==> src/rtl/fir_mac_filter.sv <==
// fir_mac_filter: time-multiplexed FIR filter with one MAC, writable coefficient bank and optional folded mode
module fir_mac_filter #(
   parameter int DATA_W = 3,
   parameter int COEF_W = 16,
   parameter int TAPS   = 21,
   parameter int SYM    = 1,
   parameter int ACC_W  = 32,
   parameter int OUT_W  = 16,
   parameter int SHIFT  = 0
) (
   input  logic                     iClk_12MHz,
   input  logic                     iRst,
   input  logic                     iEnSample_600kHz,
   input  logic signed [DATA_W-1:0] iFirIn,
   input  logic                     iCoefWe,
   input  logic [5:0]               iCoefAddr,
   input  logic signed [COEF_W-1:0] iCoefData,
   output logic signed [OUT_W-1:0]  oFirOut,
   output logic                     oFirValid,
   output logic                     oSat,
   output logic                     oBusy,
   output logic                     oOverrun,
   output logic                     oCoefErr
);
   localparam int AW = $clog2(TAPS);
   localparam int N  = (SYM != 0) ? (TAPS + 1) / 2 : TAPS;
   localparam int PW = DATA_W + 1 + COEF_W;
   localparam logic [1:0] IDLE = 2'd0, MAC = 2'd1, DONE = 2'd2;
   localparam logic [AW-1:0] LAST = AW'(TAPS - 1), KEND = AW'(N - 1), HALF = AW'(TAPS / 2);
   localparam logic signed [ACC_W-1:0] MAXV = {{(ACC_W-OUT_W+1){1'b0}}, {(OUT_W-1){1'b1}}};
   localparam logic signed [ACC_W-1:0] MINV = ~MAXV;

   logic [1:0] state_q, state_d;
   logic [AW-1:0] wp_q, wp_d, ra_q, rb_q, k_q;
   logic signed [DATA_W-1:0] x_q [TAPS];
   logic signed [COEF_W-1:0] c_q [TAPS];
   logic signed [ACC_W-1:0] acc_q, res;
   logic signed [DATA_W:0] xs;
   logic signed [PW-1:0] prod;
   logic signed [OUT_W-1:0] out_d;
   logic busy, take, we_ok, sat_hi, sat_lo;

   assign busy  = state_q != IDLE;
   assign oBusy = busy;
   assign take  = iEnSample_600kHz && !busy;
   assign we_ok = iCoefWe && !busy && ({1'b0, iCoefAddr} < 7'(TAPS));

   // next state, write pointer and the folded MAC term; ra walks newest->older, rb oldest->newer
   always_comb begin
      state_d = state_q == IDLE ? (take ? MAC : IDLE) : state_q == MAC ? (k_q == KEND ? DONE : MAC) : IDLE;
      wp_d    = wp_q == LAST ? '0 : wp_q + 1'b1;
      xs      = (SYM != 0 && k_q < HALF) ? {x_q[ra_q][DATA_W-1], x_q[ra_q]} + {x_q[rb_q][DATA_W-1], x_q[rb_q]}
                                         : {x_q[ra_q][DATA_W-1], x_q[ra_q]};
      prod    = {{COEF_W{xs[DATA_W]}}, xs} * {{(DATA_W+1){c_q[k_q][COEF_W-1]}}, c_q[k_q]};
      res     = acc_q >>> SHIFT;
      sat_hi  = res > MAXV;
      sat_lo  = res < MINV;
      out_d   = sat_hi ? {1'b0, {(OUT_W-1){1'b1}}} : sat_lo ? {1'b1, {(OUT_W-1){1'b0}}} : res[OUT_W-1:0];
   end

   // control, accumulator and output registers
   always_ff @(posedge iClk_12MHz or posedge iRst) begin
      if (iRst) begin
         state_q   <= IDLE;
         wp_q      <= '0;
         ra_q      <= '0;
         rb_q      <= '0;
         k_q       <= '0;
         acc_q     <= '0;
         oFirOut   <= '0;
         oFirValid <= 1'b0;
         oSat      <= 1'b0;
         oOverrun  <= 1'b0;
         oCoefErr  <= 1'b0;
      end else begin
         state_q   <= state_d;
         oFirValid <= state_q == DONE;
         oOverrun  <= iEnSample_600kHz && busy;
         oCoefErr  <= iCoefWe && !we_ok;
         if (take) begin
            wp_q  <= wp_d;
            ra_q  <= wp_q;
            rb_q  <= wp_d;
            k_q   <= '0;
            acc_q <= '0;
         end else if (state_q == MAC) begin
            acc_q <= acc_q + {{(ACC_W-PW){prod[PW-1]}}, prod};
            k_q   <= k_q + 1'b1;
            ra_q  <= ra_q == '0 ? LAST : ra_q - 1'b1;
            rb_q  <= rb_q == LAST ? '0 : rb_q + 1'b1;
         end
         if (state_q == DONE) begin
            oFirOut <= out_d;
            oSat    <= sat_hi || sat_lo;
         end
      end
   end

   // sample buffer and coefficient bank
   always_ff @(posedge iClk_12MHz or posedge iRst) begin
      if (iRst) begin
         for (int i = 0; i < TAPS; i++) begin
            x_q[i] <= '0;
            c_q[i] <= '0;
         end
      end else begin
         if (take) x_q[wp_q] <= iFirIn;
         if (we_ok) c_q[iCoefAddr[AW-1:0]] <= iCoefData;
      end
   end
endmodule

==> config.mk <==
export PLATFORM = sky130hd
export DESIGN_NAME = fir_mac_filter
export DESIGN_NICKNAME = d
export VERILOG_FILES = /design/src/rtl/fir_mac_filter.sv
export SDC_FILE = /design/constraint.sdc
export NUM_CORES = 1
export LEC_CHECK = 0
export BUFFER_PORTS_ARGS = -buffer_cell sky130_fd_sc_hd__buf_2
export CORE_ASPECT_RATIO = 0.75
export CORE_UTILIZATION = 55
export CTS_CLUSTER_SIZE = 8
export DETAILED_ROUTE_END_ITERATION = 8
export PLACE_DENSITY = 0.71
export SYNTH_ARGS = -nofsm -noshare
export SYNTH_HDL_FRONTEND = slang
export SYNTH_SLANG_ARGS = --single-unit
==> constraint.sdc <==
create_clock -name iClk_12MHz -period 42.6 [get_ports iClk_12MHz]
set_clock_uncertainty 0.05 [all_clocks]
set_input_delay 6.39 -clock iClk_12MHz [delete_from_list [all_inputs] [get_ports iClk_12MHz]]
set_output_delay 6.39 -clock iClk_12MHz [all_outputs]
set_load 0.005 [all_outputs]
======== Word level (Yosys, flattened, before mapping) ========
Cells that the tools add are included.
storage, ports and cells
  output and inout bits ................... 21
  flip-flop bits (word level) ............. 473
operators by class
  eq/ne operators ......................... 5
  bitwise logic cells ..................... 5
  add/sub/neg operators ................... 6
  $lt $le $gt $ge ......................... 11
  multipliers ............................. 1
  muxes and demuxes ....................... 33
  reductions and logical operators ........ 14
operators by type and width
  cell                  count
  $bwmux 336            1
  $bmux 16 s5           1
  $demux 16 s5          1
  $mux 16               5
  $mux 32               2
  $bwmux 63             1
  $mux 5                9
  $add 32x32->32        1
  $gt 32x16->1 const B  1
  $lt 32x16->1 const B  1
  $bmux 3 s5            2
  $ge 6x6->1 const B    5
  $not 5->6             5
  $mul 4x16->20         1
  $add 5x1->5 const B   3
  $demux 3 s5           1
  $mux 3                5
  $lt 6x1->1 const B    2
  $eq 5x5->1 const B    2
  $logic_and 1x1->1     7
  $lt 6x5->1 const B    1
  $mux 2                3
  $eq 5x4->1 const B    1
  $logic_not 5->1       1
  11 further kinds      13

======== Logic depth before layout (Yosys ltp) ========
Gate-level depths: netlist of the first run.
  word-level depth ........................ 10
  depth in mapped cells ................... 39

======== Worst setup path before layout of the first run ========
OpenSTA, ideal clock, no wires.
  kind .................................... reg-to-reg
  from .................................... reg ra_q[0]
  to ...................................... reg acc_q[31]
  path buffers ............................ 3
  data required time ...................... 42.468 ns
  library setup time ...................... 0.082 ns
  cell stages (with the launch flop) ...... 39
  clock period less this slack ............ 9.066 ns
  path slack .............................. 33.534 ns
  arrival ................................. 8.934 ns
  cell sequence ........................... dfrtp_1 > buf_6 > buf_1 > mux4_2 > mux4_2 > nand2_1 > o31ai_1 > ha_1 > inv_1 > a2111oi_0 > a21oi_1 > a21o_1 > clkbuf_1 > nand2b_1 > fa_1 > fa_1 > fa_1 > inv_1 > [3 not listed] > nor2b_1 > o2111ai_1 > and4_1 > o21ai_0 > o211a_1 > o2111ai_1 > a32oi_2 > ha_1 > a21o_1 > a21oi_1 > o211ai_1 > o211ai_1 > a2bb2oi_1 > o211ai_1 > a41oi_1 > xnor2_1 > nand2b_1 > a31oi_1
on the way
  longest elaborated chain between the ends .. 10
RTL lines
  what                                         RTL line  source
  start, declared                              34        logic [AW-1:0] wp_q, wp_d, ra_q, rb_q, k_q;
  start signal, assigned                       82        ra_q <= wp_q;
  start signal, assigned                       89        ra_q <= ra_q == '0 ? LAST : ra_q - 1'b1;
  $not 5->6 (not written as such) *            52, 53
  $bmux 3 s5 *                                 52, 53
  $mux 3 (not written as such) * (2 in a row)  52, 53
  $add 3x3->4                                  52        xs = (SYM != 0 && k_q < HALF) ? {x_q[ra_q][DATA_W-1], x_q[ra_q]} + {x_q[rb_q][DATA_W-1], x_q[rb_q]}
  $mux 4 *                                     52
  $mul 4x16->20 *                              54        prod = {{COEF_W{xs[DATA_W]}}, xs} * {{(DATA_W+1){c_q[k_q][COEF_W-1]}}, c_q[k_q]};
  $add 32x32->32 *                             87        acc_q <= acc_q + {{(ACC_W-PW){prod[PW-1]}}, prod};
  $mux 32 *                                    86        end else if (state_q == MAC) begin
  $mux 32 *                                    80        if (take) begin
  end signal, assigned                         87
  end, declared                                37        logic signed [ACC_W-1:0] acc_q, res;
Every way passes the cells marked *; elsewhere a longest branch is shown, timed or not. The select of a mux whose other input is x is not followed.
A chain may end at the register's enable or synchronous reset.

======== Worst setup path in the final report of the first run ========
Ends and elaborated chain as after synthesis.

==> results of run 1 <==
[final timing paths]
path,start,end,slack (ps),depth (start not counted)
max,ra_q[0],acc_q[31],32370,35
min,oFirOut[14],oFirOut[14],420,2
max reg2reg,ra_q[0],acc_q[31],32370,35
min reg2reg,oFirOut[14],oFirOut[14],420,2
max in group asynchronous,iRst,c_q[277],33860,4
min in group asynchronous,iRst,x_q[20],5990,2
[layout by cell type (no fill, tap or decap), drive strengths merged, types with 7 or more instances in the layout]
cell    count
a21o       22
a21oi      54
a22oi      16
a31oi       8
and3        9
buf        80
clkbuf     70
clkinv      8
dfrtp     473
fa         35
ha         85
inv        44
mux2      400
mux2i      10
mux4      124
nand2      95
nand2b     15
nand3      50
nand3b      7
nand4       9
nor2      125
nor2b      16
nor3       16
o211ai      9
o21ai      89
o31ai       8
xnor2      35
xor2       17
[metrics by stage]
step,worst slack [ps],utilization [%],hold WS (ps),cells
4_1_cts,32430,62.3,427,2596
3_5_place_dp,32540,58.1,417,2517
3_3_place_gp,32680,58.1,413,2517
2_1_floorplan,22970,-,423,1984
6_report,32370,62.3,423,2596
5_1_grt,31590,62.3,451,2596
[flip-flops by register name (all words and copies together), names as in the netlist]
name       count
c_q          336
x_q           63
acc_q         32
oFirOut       16
k_q            5
ra_q           5
rb_q           5
wp_q           5
state_q        2
oCoefErr       1
oFirValid      1
oOverrun       1
oSat           1
[layout make-up]
class,count,area [µm²]
Inverter,43,169
Multi-Input combinational cell,1335,13000
Timing Repair Buffer,80,490
Clock buffer,70,1730
Clock inverter,9,190
Sequential cell,473,11800
Tap cell,586,733
Fill cell,3400,17000
[cell families (layout without fill, tap and decap cells)]
group	after synthesis	in the layout	synth area share [%]
compound gates	254	254	6.26
xor+xnor	52	52	1.79
fa+ha+maj	120	120	6.92
buf+inv	176	202	2.67
flops	473	473	46.4
mux	534	534	29.1
simple gates	375	375	6.88
[worst max-delay path: cells and delay by family, from the launching register on]
kind                     cells  cell delay [ps]
AO/OA/AOI/OAI               17             3920
buffers and inverters        3              190
flip-flops                   1              950
XOR/XNOR                     1              120
adder cells (fa/ha/maj)      7             2840
AND/OR/NAND/NOR              5              870
multiplexers                 2             1150
[per-layer routing]
layer,wire length [µm],share of wire [%],global-route usage [%],up-vias
met5,0,0,0,-
met4,1590,2.6,7.93,0
met3,3890,6.4,5.04,121
met2,28200,47,42.4,485
met1,26900,44,37.9,8557
li1,-,-,-,7298
==> metrics, run 1 <==
outcome finished clean; Post-CTS Resized 0; max_cap viols 0; FF+latch count, synth 473; setup tns final 0 ps; Cell variety after synth 66; first-pass GRT wire length 97.9 mm; DR pass1 iterations 7; Synth Cell Area 25500 µm²; Syn Area/Cell 12.9 µm²; count leader, synth dfrtp_1; setup violators final 0; largest net degree at the start of global routing 159; number of synthesized flops with an enable pin 0; prevailing post-synth register cell dfrtp_1; Core Area 45200 µm²; FMAX 97.8 MHz; DP Area 26200 µm²; Die Y 188 µm; CP max stage cell dfrtp_1; CP endpoint kind flip-flop; row cnt 67; total grt overflow 0; final WL 60.6 mm; CTS Hold Bufs 0; Routed Antenna Nets 0; number of antenna diodes 0; Bufs on Longest Clock Path 3; worst-path maximum fanout 19; H-tree Lvls 3; hpwl dp 38.5 mm; clock sink count 473; wire length per cell 23.3 µm; die area 47200 µm²; Worst slew margin 27.0%; post-route cell area 28200 µm²; final hold viol count 0; Post-Syn Instances 1984; Crit Path Category flip-flop to flip-flop; nets 2151; slew of the pin with the lowest slew margin 1090 ps; largest area contributor in the synthesized netlist dfrtp_1; Tmin final 10230 ps; Hold WC Path Type flip-flop to flip-flop; CTS tree done; Pins Over Slew Limit 0; DRT iter0 DRCs 1128; top-area cell type share of the netlist area 46.4%; initial antenna violation count 0; period utilisation layout 24.0%; root buffer cell clkbuf_16; CP required 43040 ps; synth top area cells dfrtp_1 46%, mux2_2 18%, mux4_2 11%; Ports 50; port bufs 49; Die W 251 µm; Syn-to-layout area delta 10.5%; Worst path max stage delay 950 ps; DRC errors left 0; number of global-route vias before repair 17200; share of post-route cells with drive strength above 1 34.7%; Yosys warnings 0; Post-synth top cells 473 x dfrtp_1, 400 x mux2_2, 125 x nor2_1; Post-synth ARST share 100%; via count 16500; setup bufs post-CTS 0; RSZ-0062 raised after global routing false; Worst-path clk slew 50 ps; Tot GR Track Use 26.8%; vias per std cell 6.34; most used cell, CP fa_1; Seq/Total Area, Yosys 46.4%; WP data arrival 10670 ps; CTS Buf Count 69; clock latency on the worst-skew pair 610 ps; Placer Congestion 0.913; Net Count, Synth 2133; Initial Util 56.4%; crit start category flip-flop
Power of run 1 is not shown: default switching activity piles up to over one toggle a cycle in this logic, so the estimate is an artifact.
==> inputs of run 2 (changes only) <==
clock period = 10.7 ns   (was 42.6 ns; I/O delays follow)
==> metrics, run 2 (synthesis results as in run 1) <==
dpl ws 1360 ps; vias per std cell 6.35; final hold viol count 0; Initial Util 56.4%; Tmin final 9380 ps; Syn-to-layout area delta 10.8%; initial antenna violation count 1; CTS Hold Bufs 0; most common cell after layout, fill and taps aside dfrtp_1; Ports 50; Hold WC Path Type flip-flop to flip-flop; most frequent cells in the layout 471 x dfrtp_1, 400 x mux2_2, 120 x mux4_2; Bufs on Longest Clock Path 3; worst-path maximum fanout 17; setup bufs post-CTS 0; setup tns final 0 ps; die area 47200 µm²; Die W 251 µm; Pins Over Slew Limit 0; Placer Congestion 0.932; row cnt 67; via count 16500; share of post-route cells with drive strength above 1 34.7%; DR pass1 iterations 5; max_cap viols 0; WP data arrival 9830 ps; Post-CTS Resized 0; hpwl dp 38.2 mm; number of global-route vias before repair 17200; wire length per cell 23.1 µm; RSZ-0062 raised after global routing false; period utilisation layout 87.7%; Worst path max stage delay 740 ps; outcome finished clean; DRT iter0 DRCs 1090; FMAX 107 MHz; Die Y 188 µm; max reg flops 336; CP max stage cell dfrtp_1; CP required 11150 ps; port bufs 49; Largest Register c_q; largest net degree at the start of global routing 187; H-tree Lvls 3; Core Area 45200 µm²; first-pass GRT wire length 98.8 mm; total grt overflow 0; largest registers c_q (336), x_q (63), acc_q (32); Fillers 3331; slew of the pin with the lowest slew margin 1190 ps; Crit Path Category flip-flop to flip-flop; most used cell, CP a21oi_1; DRC errors left 0; Final Core Density 62.5%; Routed Antenna Nets 0; CTS tree done; clock sink count 473; CTS Buf Count 69; final WL 60.1 mm; Worst-path clk slew 50 ps; clock latency on the worst-skew pair 600 ps; PnR worst setup slack 1320 ps; root buffer cell clkbuf_16; Tot GR Track Use 26.8%; CP endpoint kind flip-flop; crit start category flip-flop; nets 2154; setup violators final 0; Worst slew margin 20.8%
## run 2: layout make-up
class	count	area, µm²	share of cell area, %
Multi-Input combinational cell	1335	13000	46.1
Sequential cell	473	11800	41.9
Clock buffer	73	1750	6.20
Tap cell	586	733	2.60
Timing Repair Buffer	83	538	1.90
Clock inverter	8	206	0.731
Inverter	43	165	0.585
Antenna cell	1	2.50	0.00886
## run 2: worst max-delay path, delay by kind of cell, from the launching register on
family,cells,cell delay (ps)
AO/OA/AOI/OAI,23,4850
AND/OR/NAND/NOR,2,330
flip-flops,1,740
multiplexers,1,580
buffers and inverters,2,280
adder cells (fa/ha/maj),6,2270
XOR/XNOR,2,200
## run 2: worst paths after layout
path                       depth (start not counted)         end  slack, ps       start
setup / recovery                                  36   acc_q[31]       1320     rb_q[0]
hold / removal                                     2  oFirOut[6]        420  oFirOut[6]
setup reg to reg                                  36   acc_q[31]       1320     rb_q[0]
hold reg to reg                                    2  oFirOut[6]        420  oFirOut[6]
max in group asynchronous                          5    c_q[255]       7130        iRst
min in group asynchronous                          3     x_q[20]       1200        iRst
## run 2: per-layer routing
layer / share of wire, % / global-route usage, % / routed length, µm
met1: 45 / 38.8 / 27300
met2: 47 / 41.9 / 28200
met3: 5.1 / 4.02 / 3050
met4: 2.5 / 8.49 / 1480
met5: 0 / 0 / 0
## run 2: through the flow
stage	hold slack [ps]	cells	area (µm²)
global placement	415	2520	26300
global route	447	2602	28300
detailed placement	420	2520	26300
floorplan	423	1984	25500
CTS	425	2601	28300
finish	424	2602	28300
Power of run 2 is left out for the same reason.
